### src/rtl/pipe_addsub.sv
// pipe_addsub: pipelined adder/subtractor. Each pipeline stage adds one
// SLICE-bit chunk of the operands and passes its carry to the next stage.
// Subtraction is done as a + ~b + ~cin; the final carry is inverted so that
// cout reads as a borrow.
//
// Handshake: a beat moves into the block on a rising edge where
// in_valid && in_ready. A result moves out on a rising edge where
// out_valid && out_ready. The pipeline stalls as a whole:
// advance = !out_valid || out_ready. When advance is low, every stage holds
// its contents. in_ready is advance gated by !rst, so beats offered during
// reset are never taken.
module pipe_addsub #(
  parameter int WIDTH = 16,
  parameter int SLICE = 4
) (
  input  logic             clk,
  input  logic             rst,
  input  logic             in_valid,
  output logic             in_ready,
  input  logic [WIDTH-1:0] a,
  input  logic [WIDTH-1:0] b,
  input  logic             cin,
  input  logic             sub,
  output logic             out_valid,
  input  logic             out_ready,
  output logic [WIDTH-1:0] sum,
  output logic             cout,
  output logic             ovf
);

  localparam int STAGES = (SLICE > 0) ? (WIDTH / SLICE) : 1;

  // Refuse to build a pipeline that would leave a partial slice.
  if (SLICE <= 0 || WIDTH <= 0 || (WIDTH % SLICE) != 0) begin : g_bad_params
    $error("pipe_addsub: WIDTH must be a non-zero multiple of SLICE");
  end

  logic advance;

  assign advance  = !out_valid || out_ready;
  assign in_ready = advance && !rst;

  for (genvar k = 0; k < STAGES; k++) begin : g_stage
    localparam int LO  = k * SLICE;      // lowest bit handled by this stage
    localparam int RW  = LO + SLICE;     // result bits complete after this stage
    localparam int UPW = WIDTH - RW;     // operand bits still to be added

    logic [SLICE-1:0] sa;                // slice-k operand A
    logic [SLICE-1:0] sb;                // slice-k operand B, already inverted for sub
    logic             ci;                // carry into this slice
    logic             si;                // sub flag of the beat in this slot
    logic             vi;                // valid of the beat in this slot
    logic [SLICE:0]   ssum;              // slice sum with carry-out on top
    logic [RW-1:0]    res_d;

    logic             v_q;
    logic             c_q;
    logic             sub_q;
    logic [RW-1:0]    res_q;

    if (k == 0) begin : g_src
      // Stage 0 takes its slice straight from the ports; inverting b and cin
      // here turns the whole pipeline into a plain adder for the rest.
      assign sa    = a[SLICE-1:0];
      assign sb    = b[SLICE-1:0] ^ {SLICE{sub}};
      assign ci    = cin ^ sub;
      assign si    = sub;
      assign vi    = in_valid;
      assign res_d = ssum[SLICE-1:0];
    end else begin : g_src
      // Later stages consume the lowest unprocessed slice of the previous
      // stage and extend its finished result by one slice.
      assign sa    = g_stage[k-1].g_up.a_q[SLICE-1:0];
      assign sb    = g_stage[k-1].g_up.b_q[SLICE-1:0];
      assign ci    = g_stage[k-1].c_q;
      assign si    = g_stage[k-1].sub_q;
      assign vi    = g_stage[k-1].v_q;
      assign res_d = {ssum[SLICE-1:0], g_stage[k-1].res_q};
    end

    assign ssum = {1'b0, sa} + {1'b0, sb} + {{SLICE{1'b0}}, ci};

    // Stage register: valid, finished low result, carry and sub flag.
    always_ff @(posedge clk) begin
      if (rst) begin
        v_q   <= 1'b0;
        c_q   <= 1'b0;
        sub_q <= 1'b0;
        res_q <= '0;
      end else if (advance) begin
        v_q   <= vi;
        c_q   <= ssum[SLICE];
        sub_q <= si;
        res_q <= res_d;
      end
    end

    if (k < STAGES - 1) begin : g_up
      logic [UPW-1:0] a_q;
      logic [UPW-1:0] b_q;
      logic [UPW-1:0] a_d;
      logic [UPW-1:0] b_d;

      if (k == 0) begin : g_ud
        assign a_d = a[WIDTH-1:SLICE];
        assign b_d = b[WIDTH-1:SLICE] ^ {UPW{sub}};
      end else begin : g_ud
        assign a_d = g_stage[k-1].g_up.a_q[WIDTH-LO-1:SLICE];
        assign b_d = g_stage[k-1].g_up.b_q[WIDTH-LO-1:SLICE];
      end

      // Carry the not-yet-added upper operand slices along with the beat.
      always_ff @(posedge clk) begin
        if (rst) begin
          a_q <= '0;
          b_q <= '0;
        end else if (advance) begin
          a_q <= a_d;
          b_q <= b_d;
        end
      end
    end

    if (k == STAGES - 1) begin : g_last
      logic ovf_q;

      // Signed overflow: same operand signs, result sign differs.
      always_ff @(posedge clk) begin
        if (rst) begin
          ovf_q <= 1'b0;
        end else if (advance) begin
          ovf_q <= (sa[SLICE-1] == sb[SLICE-1]) && (ssum[SLICE-1] != sa[SLICE-1]);
        end
      end
    end
  end

  assign out_valid = g_stage[STAGES-1].v_q;
  assign sum       = g_stage[STAGES-1].res_q;
  assign cout      = g_stage[STAGES-1].c_q ^ g_stage[STAGES-1].sub_q;
  assign ovf       = g_stage[STAGES-1].g_last.ovf_q;

endmodule

### config.mk
export PLATFORM = sky130hd
export DESIGN_NAME = pipe_addsub
export DESIGN_NICKNAME = d
export VERILOG_FILES = /design/src/rtl/pipe_addsub.sv
export SDC_FILE = /design/constraint.sdc
export NUM_CORES = 1
export LEC_CHECK = 0
export CAP_MARGIN = 15
export CORE_UTILIZATION = 45
export DETAILED_ROUTE_END_ITERATION = 7
export PLACE_DENSITY = 0.67
export SKIP_CTS_REPAIR_TIMING = 1
export SYNTH_ARGS = -nofsm -noshare
export SYNTH_HDL_FRONTEND = slang
export SYNTH_SLANG_ARGS = --single-unit
### constraint.sdc
create_clock -name clk -period 3 [get_ports clk]
set_input_delay 0.45 -clock clk [delete_from_list [all_inputs] [get_ports clk]]
set_output_delay 0.45 -clock clk [all_outputs]
set_load 0.05 [all_outputs]
; ---- Yosys cells after proc, flatten, opt, wreduce, memory -nomap -nowiden
; Index checks and enable logic that the tools add are counted.
[classes]
bitwise = 4
n_reduce_logical = 5
add_sub_neg = 8
n_eq_ne = 2
[ops]
columns = operator, n
row1 = $add A4 B4 Y5, 4
row2 = $add A5 B1 Y5, 4
row3 = $xor A12 B12 Y12, 1
row4 = $xor A4 B4 Y4, 1
row5 = $logic_and A1 B1 Y1, 2
row6 = $logic_not A1 Y1, 2
row7 = $xor A1 B1 Y1, 2
row8 = $eq A1 B1 Y1, 1
row9 = $logic_or A1 B1 Y1, 1
row10 = $ne A1 B1 Y1, 1
[totals]
register_bits = 101
inputBits = 38
out_inout_bits = 20

; ---- Logic depth before layout (Yosys ltp)
; Gate-level depths: netlist (run 1).
[depth]
depth_word = 4
ltp_mapped = 8
ltp_nobuf = 6

; ---- Worst setup path after synthesis (run 1)
; OpenSTA, ideal clock, no wires.
[synth_path]
path_type = input-to-reg
start = input sub
end = register g_stage[0].c_q
setup_ns = 0.123
setup_slack_ns = 0.583
arrival_ns = 2.294
stages = 8
cell_sequence = buf_4 buf_4 xor2_1 fa_1 fa_1 a21o_1 a211oi_1 nor3_2
[synth_between]
elab_chain_cells = 3
[synth_rtl]
columns = item, line
row1 = "start, declared", 23  ; input logic sub,
row2 = $xor A4 B4 Y4, 65  ; assign sb = b[SLICE-1:0] ^ {SLICE{sub}};
row3 = $add A4 B4 Y5, 81  ; assign ssum = {1'b0, sa} + {1'b0, sb} + {{SLICE{1'b0}}, ci};
row4 = $add A5 B1 Y5 (*), 81
row5 = "end signal, assigned", 92  ; c_q <= ssum[SLICE];
row6 = "end, declared", 57  ; logic c_q;
; Mark *: on every way between the ends. The rest lies on a longest branch, timed or not.
; A chain may end at the register's enable or synchronous reset.

; ---- Worst setup path in the final report (run 1)
; Same ends and word-level chain as after synthesis.

==> impl_metrics.csv, run 1 <==
group,metric,value,unit
synthesis,synth.top_cells.by_count,"151 x nand2_1, 101 x dfxtp_1, 79 x a21oi_1",
critical_path,cp_data_arrival_time,2670,ps
synthesis,synthArstFlopShare,0,%
cells_and_area,syn_to_final_growth,18.1,%
pwr,ir_worst_vdd,0.221,mV
cells_and_area,drive_above_1_share,8.52,%
floorplanning,rows,35,
global_route,grt_pass1_wl,14100,µm
timing,finalSetupViolations,0,
worst_hold_path,hold_depth,2,
synthesis,synth-main-ff-cell,"dfxtp_1",
pwr,power_leakage,1.97,nW
global_route,grt_max_degree,60,
clock_tree,htreeDepth,3,
timing,fin_ws,555,ps
detailed_routing,drt-total-wl,8240,µm
detailed_routing,dr_total_vias,3271,
floorplanning,io_pins,58,
global_route,overflow,0,
timing,fin_crit,2450,ps
cells_and_area,antenna_cells,0,
detailed_routing,drtAntennaViolNets,0,
floorplanning,die_h,100,µm
synthesis,yosysWarningCount,0,
timing,final.setup.tns,0,ps
timing,period_share,81.5,%
timing,drv_slew,0,
worst_hold_path,hold_class,"register to register",
global_route,grt_antenna_before_repair,0,
clock_tree,clockBufferDepth,2,
pwr,power.density,539,nW/µm²
clock_tree,cts_tree,"built",
clock_tree,cts.clk_slew.worst_paths,90,ps
critical_path,path_max_fanout,3,
timing,max_freq,0.409,GHz
placement,dpl_worst_slack,150,ps
timing,tightest_slew,622,ps
placement,portBuffers,57,
critical_path,path_class,"input port to register",
global_route,grt_pass1_vias,3013,
detailed_routing,vias_per_cell,4.89,
critical_path,critPathLaunchType,"input port",
placement,dp_hpwl,5490,µm
detailed_routing,drc,0,
synthesis,synth_nets,553,
floorplanning,die_w,100,µm
synthesis,yosysTopAreaCell,"dfxtp_1",
detailed_routing,drtPass1Iterations,4,
timing,rsz0062_at_grt,"no",
synthesis,synth.area.top_cells,"dfxtp_1 46%, nand2_1 13%, a21oi_1 9.1%, a211oi_2 4.3%, fa_1 3.7%",
placement,routabilityCongestion,0.789,
synthesis,syn-cell-area,4360,µm²
clock_tree,cts_root_buffer,"clkbuf_8",
timing,max_slew_margin,58.6,%
synthesis,syn_inst,495,
clock_tree,cts.sinks,101,
global_route,track_usage,17.7,%
run_status,status,"finished clean",
floorplanning,core,9330,µm²
synthesis,seq_area_frac_synth,46.4,%
critical_path,r2r_setup_slack,1060,ps
detailed_routing,post_drt_wl_per_cell,12.3,µm
detailed_routing,first_iter_violations,91,
synthesis,synth_cell_type_count,31,
synthesis,synth-edff-count,0,
timing,fin_worst_skew,10.6,ps
synthesis,synth_top_area_share,46.4,%
cells_and_area,nets,593,
synthesis,yosys.cell_count.top_type,"nand2_1",
floorplanning,start_util,46.7,%
synthesis,ys_seq_elements,101,
clock_tree,worstSkewPairLatency,360,ps
critical_path,critPathRequiredTime,3220,ps
synthesis,postSynthAreaPerCell,8.80,µm²
job,cap_violations,0,
floorplanning,die_area,10100,µm²
critical_path,endpoint_kind,"register",
cells_and_area,final_util,55.1,%
critical_path,reg2reg_depth,5,
clock_tree,cts_made_buffers,9,
timing,hold_viol_final,0,
-- power breakdown --
part	total, mW	switching (mW)	leakage (nW)	internal, mW
Clock	0.932	0.458	0.104	0.474
Sequential	1.48	0.0476	0.830	1.43
Combinational	0.365	0.191	1.04	0.174
-- worst paths after layout --
kind	from	end
setup / recovery	sub	g_stage[0].c_q$_SDFFE_PP0N_
hold / removal	sum[1]$_SDFFE_PP0N_	sum[1]$_SDFFE_PP0N_
setup reg to reg	g_stage[2].c_q$_SDFFE_PP0N_	g_stage[3].c_q$_SDFFE_PP0N_
hold reg to reg	sum[1]$_SDFFE_PP0N_	sum[1]$_SDFFE_PP0N_
-- cell type report --
type	count	area, µm²
clock buffer	11	131
clock inverter	5	85.1
fill	875	4180
inverter	3	11.3
multi-input combinational	354	2090
sequential	101	2020
tap	129	161
timing repair buffer	66	646
-- worst max-delay path: stages --
cell and delay [ps]:
clkdlybuf4s50_1 550, xor2_1 240, fa_1 440, fa_1 430
a21o_1 200, a211oi_1 280, nor3_2 70
-- cell usage in the layout (no fill, tap or decap), types with 9 or more instances in the layout --
cell	netlist	routed
buf_4	4	10
xnor2_1	16	16
nand2_1	151	151
clkbuf_8	0	9
clkdlybuf4s50_1	0	55
a211oi_2	15	15
nor2_1	24	24
a21oi_1	79	79
ha_1	12	12
dfxtp_1	101	101
-- routing by layer --
layer	GRT usage (%)	up-vias	share of wire (%)
met3	3.34	12	2.5
met1	24.1	1491	51
li1	-	1723	-
met5	0	-	0
met2	27.9	45	45
met4	6.69	0	1.6
-- flip-flops by register name (all words and copies together), names as in the netlist --
| signal | count |
|---|---|
| ovf | 1 |
| g_stage.sub_q | 4 |
| out_valid | 1 |
| g_stage.g_up.b_q | 24 |
| g_stage.v_q | 3 |
| g_stage.c_q | 4 |
| sum | 16 |
| g_stage.res_q | 24 |
| g_stage.g_up.a_q | 24 |
-- logic make-up after synthesis --
| family | Yosys count | synth area share (%) |
|---|---|---|
| AO/OA/AOI/OAI | 114 | 17.2 |
| XOR/XNOR | 22 | 4.42 |
| buffers and inverters | 40 | 5.83 |
| adder cells (fa/ha/maj) | 20 | 7.12 |
| flip-flops | 101 | 46.4 |
| AND/OR/NAND/NOR | 198 | 19.0 |
-- stage by stage --
stage | power, mW | cells | area [µm²] | hold slack, ps
6_report | 2.77 | 669 | 5140 | 453
5_1_grt | 2.90 | 669 | 5140 | 474
4_1_cts | 2.80 | 669 | 5140 | 456
3_5_place_dp | 1.87 | 653 | 4930 | 444
3_3_place_gp | 1.86 | 653 | 4930 | 438
2_1_floorplan | 1.75 | 495 | 4360 | 432
(Power assumes the default switching activity.)
==> inputs of run 2 (changes only) <==
==> constraint.sdc (replaced) <==
create_clock -name clk -period 2.37 [get_ports clk]
set_input_delay 0.3555 -clock clk [delete_from_list [all_inputs] [get_ports clk]]
set_output_delay 0.3555 -clock clk [all_outputs]
set_load 0.05 [all_outputs]
==> run 2 against run 1 <==
  * Worst setup slack worse by 450 ps
  * Largest cell class unchanged
  * Via count rose by 0.61%
  * Hold slack lost 1.4 ps
  * Non-clock buffer count increased by 3
==> impl_metrics.csv, run 2 (same netlist as run 1, synthesis figures left out) <==
group,metric,value,unit
clock_tree,cts.sinks,101,
floorplanning,die_area,10100,µm²
clock_tree,cts.clk_slew.worst_paths,90,ps
timing,fin_ws,107,ps
detailed_routing,vias_per_cell,4.90,
floorplanning,die_w,100,µm
detailed_routing,dr_total_vias,3291,
global_route,track_usage,18.1,%
pwr,ir_worst_vdd,0.309,mV
timing,finalSetupViolations,0,
critical_path,r2r_setup_slack,440,ps
timing,max_freq,0.442,GHz
timing,max_slew_margin,62.5,%
job,cap_violations,0,
critical_path,path_buf_inv,1,
critical_path,slowest_stage,"clkdlybuf4s50_1",
global_route,overflow,0,
cells_and_area,largestRegisters,"g_stage.g_up.a_q x24, g_stage.g_up.b_q x24, g_stage.res_q x24",
cells_and_area,layout_commonest_cell,"nand2_1",
critical_path,critPathRequiredTime,2600,ps
pwr,power_leakage,2.01,nW
floorplanning,rows,35,
clock_tree,htreeDepth,3,
cells_and_area,syn_to_final_growth,19.9,%
run_status,status,"finished clean",
cells_and_area,antenna_cells,0,
floorplanning,die_h,100,µm
critical_path,crit_top_cell,"fa_1",
clock_tree,cts_root_buffer,"clkbuf_8",
timing,period_share,95.5,%
critical_path,critPathLaunchType,"input port",
critical_path,worstReg2RegEnd,"g_stage[3].c_q$_SDFFE_PP0N_",
critical_path,reg2reg_depth,5,
critical_path,cp_data_arrival_time,2490,ps
timing,fin_crit,2260,ps
timing,drv_slew,0,
pwr,power.density,684,nW/µm²
timing,hold_viol_final,0,
critical_path,crit_family,"adder cells",
floorplanning,start_util,46.7,%
detailed_routing,drt-total-wl,8440,µm
worst_hold_path,min_from,"sum[8]$_SDFFE_PP0N_",
timing,rsz0062_at_grt,"no",
placement,dpl_worst_slack,-289,ps
worst_hold_path,hold_depth,2,
cells_and_area,layout_common_cells,"151 x nand2_1, 101 x dfxtp_1, 79 x a21oi_1",
worst_hold_path,hold_class,"register to register",
worst_hold_path,worstHoldEndpoint,"sum[8]$_SDFFE_PP0N_",
global_route,grt_antenna_before_repair,0,
floorplanning,io_pins,58,
timing,fin_worst_skew,13.4,ps
global_route,grt_max_degree,53,
critical_path,path_max_fanout,3,
critical_path,max_stage_delay,500,ps
clock_tree,clockBufferDepth,2,
cells_and_area,fillers,889,
cells_and_area,design_area,5220,µm²
clock_tree,worstSkewPairLatency,360,ps
detailed_routing,drtPass1Iterations,4,
critical_path,path_cells,"clkdlybuf4s50_1 > xor2_1 > fa_1 > fa_1 > a21o_1 > a211oi_1 > nor3_2",
floorplanning,core,9330,µm²
cells_and_area,drive_above_1_share,9.39,%
timing,holdWs,452,ps
placement,routabilityCongestion,0.808,
clock_tree,cts_made_buffers,9,
placement,place_area,4990,µm²
clock_tree,cts_tree,"built",
detailed_routing,first_iter_violations,89,
detailed_routing,drc,0,
placement,portBuffers,57,
detailed_routing,post_drt_wl_per_cell,12.6,µm
critical_path,endpoint_kind,"register",
global_route,grt_pass1_wl,14400,µm
detailed_routing,drtAntennaViolNets,0,
timing,tightest_slew,563,ps
global_route,grt_pass1_vias,3177,
cells_and_area,nets,596,
placement,dp_hpwl,5770,µm
critical_path,rr_startpoint,"g_stage[2].c_q$_SDFFE_PP0N_",
critical_path,path_class,"input port to register",
pwr,p_total,3.57,mW
==> run 2: where the power goes <==
part | internal, mW | leakage, nW | switching [mW] | total, mW
clock network | 0.633 | 0.117 | 0.601 | 1.23
registers | 1.81 | 0.830 | 0.0604 | 1.87
logic | 0.225 | 1.06 | 0.246 | 0.471
==> run 2: worst max-delay path by stage <==
stage	from	to	slack, ps	depth (start not counted)
after global routing	sub	g_stage[0].res_q[3]$_SDFFE_PP0N_	10	7
after detailed placement	sub	g_stage[0].c_q$_SDFFE_PP0N_	-290	7
after CTS	sub	g_stage[0].c_q$_SDFFE_PP0N_	90	7
after floorplan	sub	g_stage[0].c_q$_SDFFE_PP0N_	50	8
final	sub	g_stage[0].c_q$_SDFFE_PP0N_	110	7
after global placement	sub	g_stage[0].c_q$_SDFFE_PP0N_	-230	7
==> run 2: worst reg2reg max path: stages, from the launching register on <==
cell	delay, ps
dfxtp_1	350
fa_1	480
fa_1	430
a21o_1	190
a211oi_1	290
nor3_2	70
==> run 2: final cells by class <==
type / instances / area [µm²] / area share [%]
Clock buffer: 10 / 138 / 2.64
Clock inverter: 6 / 95.1 / 1.82
Inverter: 3 / 11.3 / 0.216
Multi-Input combinational cell: 354 / 2090 / 40.0
Sequential cell: 101 / 2020 / 38.7
Tap cell: 129 / 161 / 3.09
Timing Repair Buffer: 69 / 706 / 13.5
==> run 2: layer usage <==
metal / vias to the layer above / share of wire [%] / track usage, %
met1: 1501 / 49 / 23.8
met3: 16 / 2.1 / 2.65
li1: 1731 / - / -
met2: 43 / 47 / 29.8
met5: - / 0 / 0
met4: 0 / 2.0 / 7.47
==> run 2: stage by stage <==
step / utilization (%) / instances / TNS (ps)
floorplan: - / 495 / 0
global placement: 53.5 / 656 / -519
detailed placement: 53.5 / 656 / -721
CTS: 56.0 / 672 / 0
global route: 56.0 / 672 / 0
finish: 56.0 / 672 / 0
